[src/rtl/jtframe_joy_pkg.sv]
// Shared types and constants for the ZXDOS serial joystick chain sequencer.
// JOY_MAP gives the destination word and bit for each serial bit k.
package jtframe_joy_pkg;

  localparam int unsigned JOY_NBITS = 24;
  localparam int unsigned JOY_W     = 16;

  typedef enum logic [2:0] {
    IDLE     = 3'd0,
    LOAD     = 3'd1,
    REL      = 3'd2,
    SHIFT_LO = 3'd3,
    SHIFT_HI = 3'd4,
    UPDATE   = 3'd5,
    GAP      = 3'd6
  } joy_state_t;

  typedef struct packed {
    logic       sel_j2;
    logic [3:0] pos;
  } joy_map_t;

  // Index k is the k-th bit shifted out of the chain after a parallel load
  localparam joy_map_t JOY_MAP [JOY_NBITS] = '{
    '{1'b0, 4'd8},  '{1'b0, 4'd6},  '{1'b0, 4'd5},  '{1'b0, 4'd4},
    '{1'b0, 4'd0},  '{1'b0, 4'd1},  '{1'b0, 4'd2},  '{1'b0, 4'd3},
    '{1'b1, 4'd8},  '{1'b1, 4'd6},  '{1'b1, 4'd5},  '{1'b1, 4'd4},
    '{1'b1, 4'd0},  '{1'b1, 4'd1},  '{1'b1, 4'd2},  '{1'b1, 4'd3},
    '{1'b1, 4'd10}, '{1'b1, 4'd11}, '{1'b1, 4'd9},  '{1'b1, 4'd7},
    '{1'b0, 4'd10}, '{1'b0, 4'd11}, '{1'b0, 4'd9},  '{1'b0, 4'd7}
  };

endpackage

[src/rtl/jtframe_joy_map.sv]
// Combinational decode of one raw chain frame into two active-high joystick words.
// Buttons on the chain are active-low; unmapped bits 15:12 stay zero.
module jtframe_joy_map
  import jtframe_joy_pkg::*;
(
  input  logic [JOY_NBITS-1:0] i_raw,
  output logic [JOY_W-1:0]     o_joy1_c,
  output logic [JOY_W-1:0]     o_joy2_c
);

  always_comb begin
    o_joy1_c = '0;
    o_joy2_c = '0;
    for (int k = 0; k < JOY_NBITS; k++) begin
      if (JOY_MAP[k].sel_j2) o_joy2_c[JOY_MAP[k].pos] = ~i_raw[k];
      else                   o_joy1_c[JOY_MAP[k].pos] = ~i_raw[k];
    end
  end

endmodule

[src/rtl/jtframe_joy_serial_ctrl.sv]
// Sequencer for the 24-bit 74HC165-style joystick chain: derives JOY_LOAD/JOY_CLK
// from a clock-enable tick, shifts the frame in, decodes and publishes both joysticks.
module jtframe_joy_serial_ctrl
  import jtframe_joy_pkg::*;
#(
  parameter int unsigned CLK_DIV   = 128,
  parameter int unsigned NBITS     = JOY_NBITS,
  parameter int unsigned GAP_TICKS = 8,
  parameter int unsigned DEBOUNCE  = 0
)(
  input  logic             clk_sys,
  input  logic             rst_n,
  input  logic             scan_en,
  input  logic             JOY_DATA,
  output logic             JOY_CLK,
  output logic             JOY_LOAD,
  output logic [JOY_W-1:0] joystick1,
  output logic [JOY_W-1:0] joystick2,
  output logic             joy_valid,
  output logic             busy
);

  localparam int unsigned PW = $clog2(CLK_DIV);
  localparam int unsigned KW = $clog2(NBITS);
  localparam int unsigned CW = $clog2(GAP_TICKS + 2);

  joy_state_t           r_state, w_state_nx;
  logic [PW-1:0]        r_presc;
  logic [CW-1:0]        r_cnt, w_cnt_nx;
  logic [KW-1:0]        r_bit, w_bit_nx;
  logic [JOY_NBITS-1:0] r_raw, w_raw_nx, r_prev;
  logic                 r_data_meta, r_data_sync;
  logic                 w_tick, w_accept;
  logic [JOY_W-1:0]     w_joy1, w_joy2;

  assign w_tick   = (r_presc == PW'(CLK_DIV - 1));
  assign w_accept = (DEBOUNCE == 0) || (r_raw == r_prev);

  jtframe_joy_map u_map (
    .i_raw    (r_raw),
    .o_joy1_c (w_joy1),
    .o_joy2_c (w_joy2)
  );

  // Free-running prescaler, never touched by the FSM so the frame period is exact
  always_ff @(posedge clk_sys or negedge rst_n) begin
    if (!rst_n) r_presc <= '0;
    else        r_presc <= w_tick ? '0 : r_presc + PW'(1);
  end

  always_ff @(posedge clk_sys or negedge rst_n) begin
    if (!rst_n) r_state <= IDLE;
    else        r_state <= w_state_nx;
  end

  always_comb begin
    w_state_nx = r_state;
    w_cnt_nx   = r_cnt;
    w_bit_nx   = r_bit;
    w_raw_nx   = r_raw;
    unique case (r_state)
      IDLE: if (w_tick && scan_en) begin
        w_state_nx = LOAD;
        w_cnt_nx   = '0;
      end
      LOAD: if (w_tick) begin
        if (r_cnt == CW'(1)) begin
          w_state_nx = REL;
          w_cnt_nx   = '0;
        end else begin
          w_cnt_nx = r_cnt + CW'(1);
        end
      end
      REL: if (w_tick) begin
        w_state_nx = SHIFT_LO;
        w_bit_nx   = '0;
      end
      SHIFT_LO: if (w_tick) begin
        w_raw_nx[r_bit] = r_data_sync;
        w_state_nx      = SHIFT_HI;
      end
      SHIFT_HI: if (w_tick) begin
        if (r_bit == KW'(NBITS - 1)) begin
          w_state_nx = UPDATE;
        end else begin
          w_bit_nx   = r_bit + KW'(1);
          w_state_nx = SHIFT_LO;
        end
      end
      UPDATE: begin
        w_state_nx = GAP;
        w_cnt_nx   = '0;
      end
      GAP: if (w_tick) begin
        if (r_cnt == CW'(GAP_TICKS - 1)) begin
          w_cnt_nx   = '0;
          w_state_nx = scan_en ? LOAD : IDLE;
        end else begin
          w_cnt_nx = r_cnt + CW'(1);
        end
      end
      default: w_state_nx = IDLE;
    endcase
  end

  // Pin outputs follow the next state so they line up with the registered state
  always_ff @(posedge clk_sys or negedge rst_n) begin
    if (!rst_n) begin
      r_data_meta <= 1'b1;
      r_data_sync <= 1'b1;
      r_cnt       <= '0;
      r_bit       <= '0;
      r_raw       <= '1;
      r_prev      <= '1;
      JOY_CLK     <= 1'b0;
      JOY_LOAD    <= 1'b1;
      busy        <= 1'b0;
      joystick1   <= '0;
      joystick2   <= '0;
      joy_valid   <= 1'b0;
    end else begin
      r_data_meta <= JOY_DATA;
      r_data_sync <= r_data_meta;
      r_cnt       <= w_cnt_nx;
      r_bit       <= w_bit_nx;
      r_raw       <= w_raw_nx;
      JOY_CLK     <= (w_state_nx == SHIFT_HI);
      JOY_LOAD    <= (w_state_nx != LOAD);
      busy        <= (w_state_nx != IDLE) && (w_state_nx != GAP);
      joy_valid   <= (r_state == UPDATE) && w_accept;
      if (r_state == UPDATE) begin
        r_prev <= r_raw;
        if (w_accept) begin
          joystick1 <= w_joy1;
          joystick2 <= w_joy2;
        end
      end
    end
  end

endmodule

[config.mk]
export PLATFORM = sky130hd
export DESIGN_NAME = jtframe_joy_serial_ctrl
export DESIGN_NICKNAME = d
export VERILOG_FILES = /design/src/rtl/jtframe_joy_pkg.sv /design/src/rtl/jtframe_joy_map.sv /design/src/rtl/jtframe_joy_serial_ctrl.sv
export SDC_FILE = /design/constraint.sdc
export NUM_CORES = 1
export LEC_CHECK = 0
export CAP_MARGIN = 10
export CELL_PAD_IN_SITES_DETAIL_PLACEMENT = 1
export CELL_PAD_IN_SITES_GLOBAL_PLACEMENT = 1
export CORE_MARGIN = 5
export CORE_UTILIZATION = 40
export CTS_CLUSTER_SIZE = 20
export DETAILED_ROUTE_END_ITERATION = 10
export HOLD_SLACK_MARGIN = 0.03
export PLACE_DENSITY = 0.79
export SLEW_MARGIN = 20
export SYNTH_ARGS = -nofsm -noshare
export SYNTH_HDL_FRONTEND = slang
export SYNTH_SLANG_ARGS = --single-unit
[constraint.sdc]
create_clock -name clk_sys -period 1.7 [get_ports clk_sys]
set_input_delay 0.34 -clock clk_sys [delete_from_list [all_inputs] [get_ports clk_sys]]
set_output_delay 0.34 -clock clk_sys [all_outputs]
set_load 0.05 [all_outputs]
==> qor.txt <==
Post-synth top flop: dfrtp_1
Share of layout cells above drive strength 1: 44.2%
Area grow syn2layout: 26.3%
Routability congestion estimate: 0.791
Max Clock Skew: 6.81 ps
Library cells used by synthesis: 51
Total Wirelength: 8.21 mm
Final setup margin: -56.2 ps
Starting Density: 40.3%
EDFF count, synth: 0
N_diodes: 0
Mapped cell area: 3460 sq um
Synth warnings: 0
H-tree levels: 3
Filler cell count: 927
Area leader, netlist: dfrtp_1
Fin crit share: 103%
Row Count: 34
Worst-path fanout max: 3
Top cells by area, synth: dfrtp_1 33%, dfstp_2 20%, mux2_2 7.8%
Inst Count DP: 473
Detailed Routing Iterations Pass 1: 4
Setup crit start kind: flip-flop
Number of CTS-inserted buffers: 9
Total grt overflow: 0
P_leak: 1.96 nW
Post-DP HPWL: 5.68 mm
RSZ-0062 raised after global routing: true
Outcome: complete, but fails checks
Fmax: 569 MHz
Via density: 5.19
DRC: 0
Max VDD drop: 0.273 mV
CP Capture Type: flip-flop
Final Max Slew Viols: 0
Layout Cells excl Fill: 497
WP data arrival: 2030 ps
Max-cap check violation count: 0
Routed vias: 2581
Required time of the critical path: 1980 ps
Die Y: 103 um
Sequential-to-total area share from yosys stat: 53.7%
Top-area cell type share of the netlist area: 33.2%
Final min period: 1760 ps
Worst skew pair latency: 350 ps
Async S/R FF share, synth: 100%
Initial antenna violation count: 0
Final net count: 395
Failing checks: negative setup slack
Largest net degree at the start of global routing: 43
Initial DRC Count: 43
Clk buf depth: 2
Io pins: 40
Die area: 10600 sq um
Die Wd: 103 um
Vias in the first global route: 2773
CTS clk-pin slew, worst paths: 70 ps
First-pass GRT wire length: 13.0 mm
Synthesized instance count: 318
#FFs+latches synth: 73
CP Class: flip-flop to flip-flop
Avg Cell Area, Syn: 10.9 sq um
Antenna Violating Nets Remaining: 0
DR WL/cell: 16.5 um
Hold Path Class: flip-flop to flip-flop
Port bufs: 31
Setup TNS Final: -62.0 ps
Endpoints failing hold: 0
Core ar.: 8590 sq um
Root Driver: clkbuf_8
Power Density: 690 nW/um^2
TritonCTS clock tree: yes
GR Util All Layers: 15.8%
Cell with the most instances after synthesis: nand2_1
Synth top cells by count: 47 x nand2_1, 46 x dfrtp_1, 27 x dfstp_2, 27 x o21ai_0, 24 x mux2_2
# setup viols final: 3
Clock sinks: 73
[through the flow]
| stage | power [mW] | util, % | hold slack (ps) | setup WS, ps | area [sq um] |
|---|---|---|---|---|---|
| after global routing | 3.15 | 50.9 | 369 | -101 | 4370 |
| final | 3.02 | 50.9 | 362 | -56.2 | 4370 |
| after global placement | 1.87 | 46.7 | 297 | -227 | 4020 |
| after CTS | 3.06 | 49.6 | 363 | -38.7 | 4270 |
| after detailed placement | 1.88 | 46.7 | 306 | -322 | 4020 |
| after floorplan | 1.84 | - | 44.4 | -0.501 | 3500 |
[power breakdown]
part           switching [mW]  internal, mW  total (mW)
clock network           0.652         0.522        1.17
registers             0.00806          1.74        1.75
logic                  0.0764        0.0172      0.0936
[layout by cell type, fill, tap and decap left out, drive strengths merged, types with 5 or more instances in the layout]
cell type / n
a21oi: 5
and3: 5
and4: 5
buf: 70
clkbuf: 10
clkinv: 5
conb: 8
dfrtp: 46
dfstp: 27
ha: 7
inv: 7
mux2: 25
nand2: 48
nand2b: 7
nand3: 11
nand4: 5
nor2: 16
o21ai: 27
[final cells by class]
type / instances / area [sq um] / area share [%]
clock buffer: 10 / 128 / 2.92
sequential: 73 / 1860 / 42.6
timing repair buffer: 73 / 598 / 13.7
inverter: 7 / 26.3 / 0.601
multi-input combinational: 220 / 1590 / 36.3
tap: 108 / 135 / 3.09
clock inverter: 6 / 36.3 / 0.830
[layer usage]
layer	vias up	GRT usage [%]	part of all wire, %
met5	-	0	0
met4	0	4.88	1.1
met3	7	3.99	3.7
met2	36	28.1	53
li1	1235	-	-
met1	1303	18.6	42
[critical path, cell delays in order (launching register included)]
cell      delay (ps)
dfrtp_1          360
ha_2             180
buf_4            130
nand3_4           80
a2111o_1         330
buf_4            170
a311oi_2         280
a211o_1          160
[what timing repair did]
action	CTS	global route
pin swaps	2	7
setup buffers	3	4
hold buffers	1	0
setup endpoints to repair	36	44
gates resized for setup	18	20
endpoints found under the hold margin	15	0
[worst paths after layout]
| check | slack [ps] | end | cells after the start | start |
|---|---|---|---|---|
| hold / removal | 360 | r_data_sync | 0 | r_data_meta |
| min in group asynchronous | 470 | joystick1[8] | 2 | rst_n |
| max in group asynchronous | 620 | r_raw[15] | 3 | rst_n |
| setup / recovery | -60 | r_cnt[3] | 7 | r_presc[0] |
| hold reg to reg | 360 | r_data_sync | 0 | r_data_meta |
| setup reg to reg | -60 | r_cnt[3] | 7 | r_presc[0] |
[cells by family after synthesis]
family          Yosys count  synth area share (%)
xor+xnor                  4                  1.01
compound gates           52                  9.69
flops                    73                  53.7
fa+ha+maj                 7                  2.53
mux                      27                  8.82
buf+inv                  32                  4.99
simple gates            122                  19.1
other cells               1                 0.108
[sequential cells by signal (all words and copies together), names as in the netlist]
signal and flops:
r_raw 24, joystick1 12, joystick2 12, r_presc 7, r_bit 5, r_cnt 4
r_state 3, JOY_CLK 1, JOY_LOAD 1, busy 1, joy_valid 1, r_data_meta 1
r_data_sync 1
Note: power is estimated with default switching activity, not from simulation.
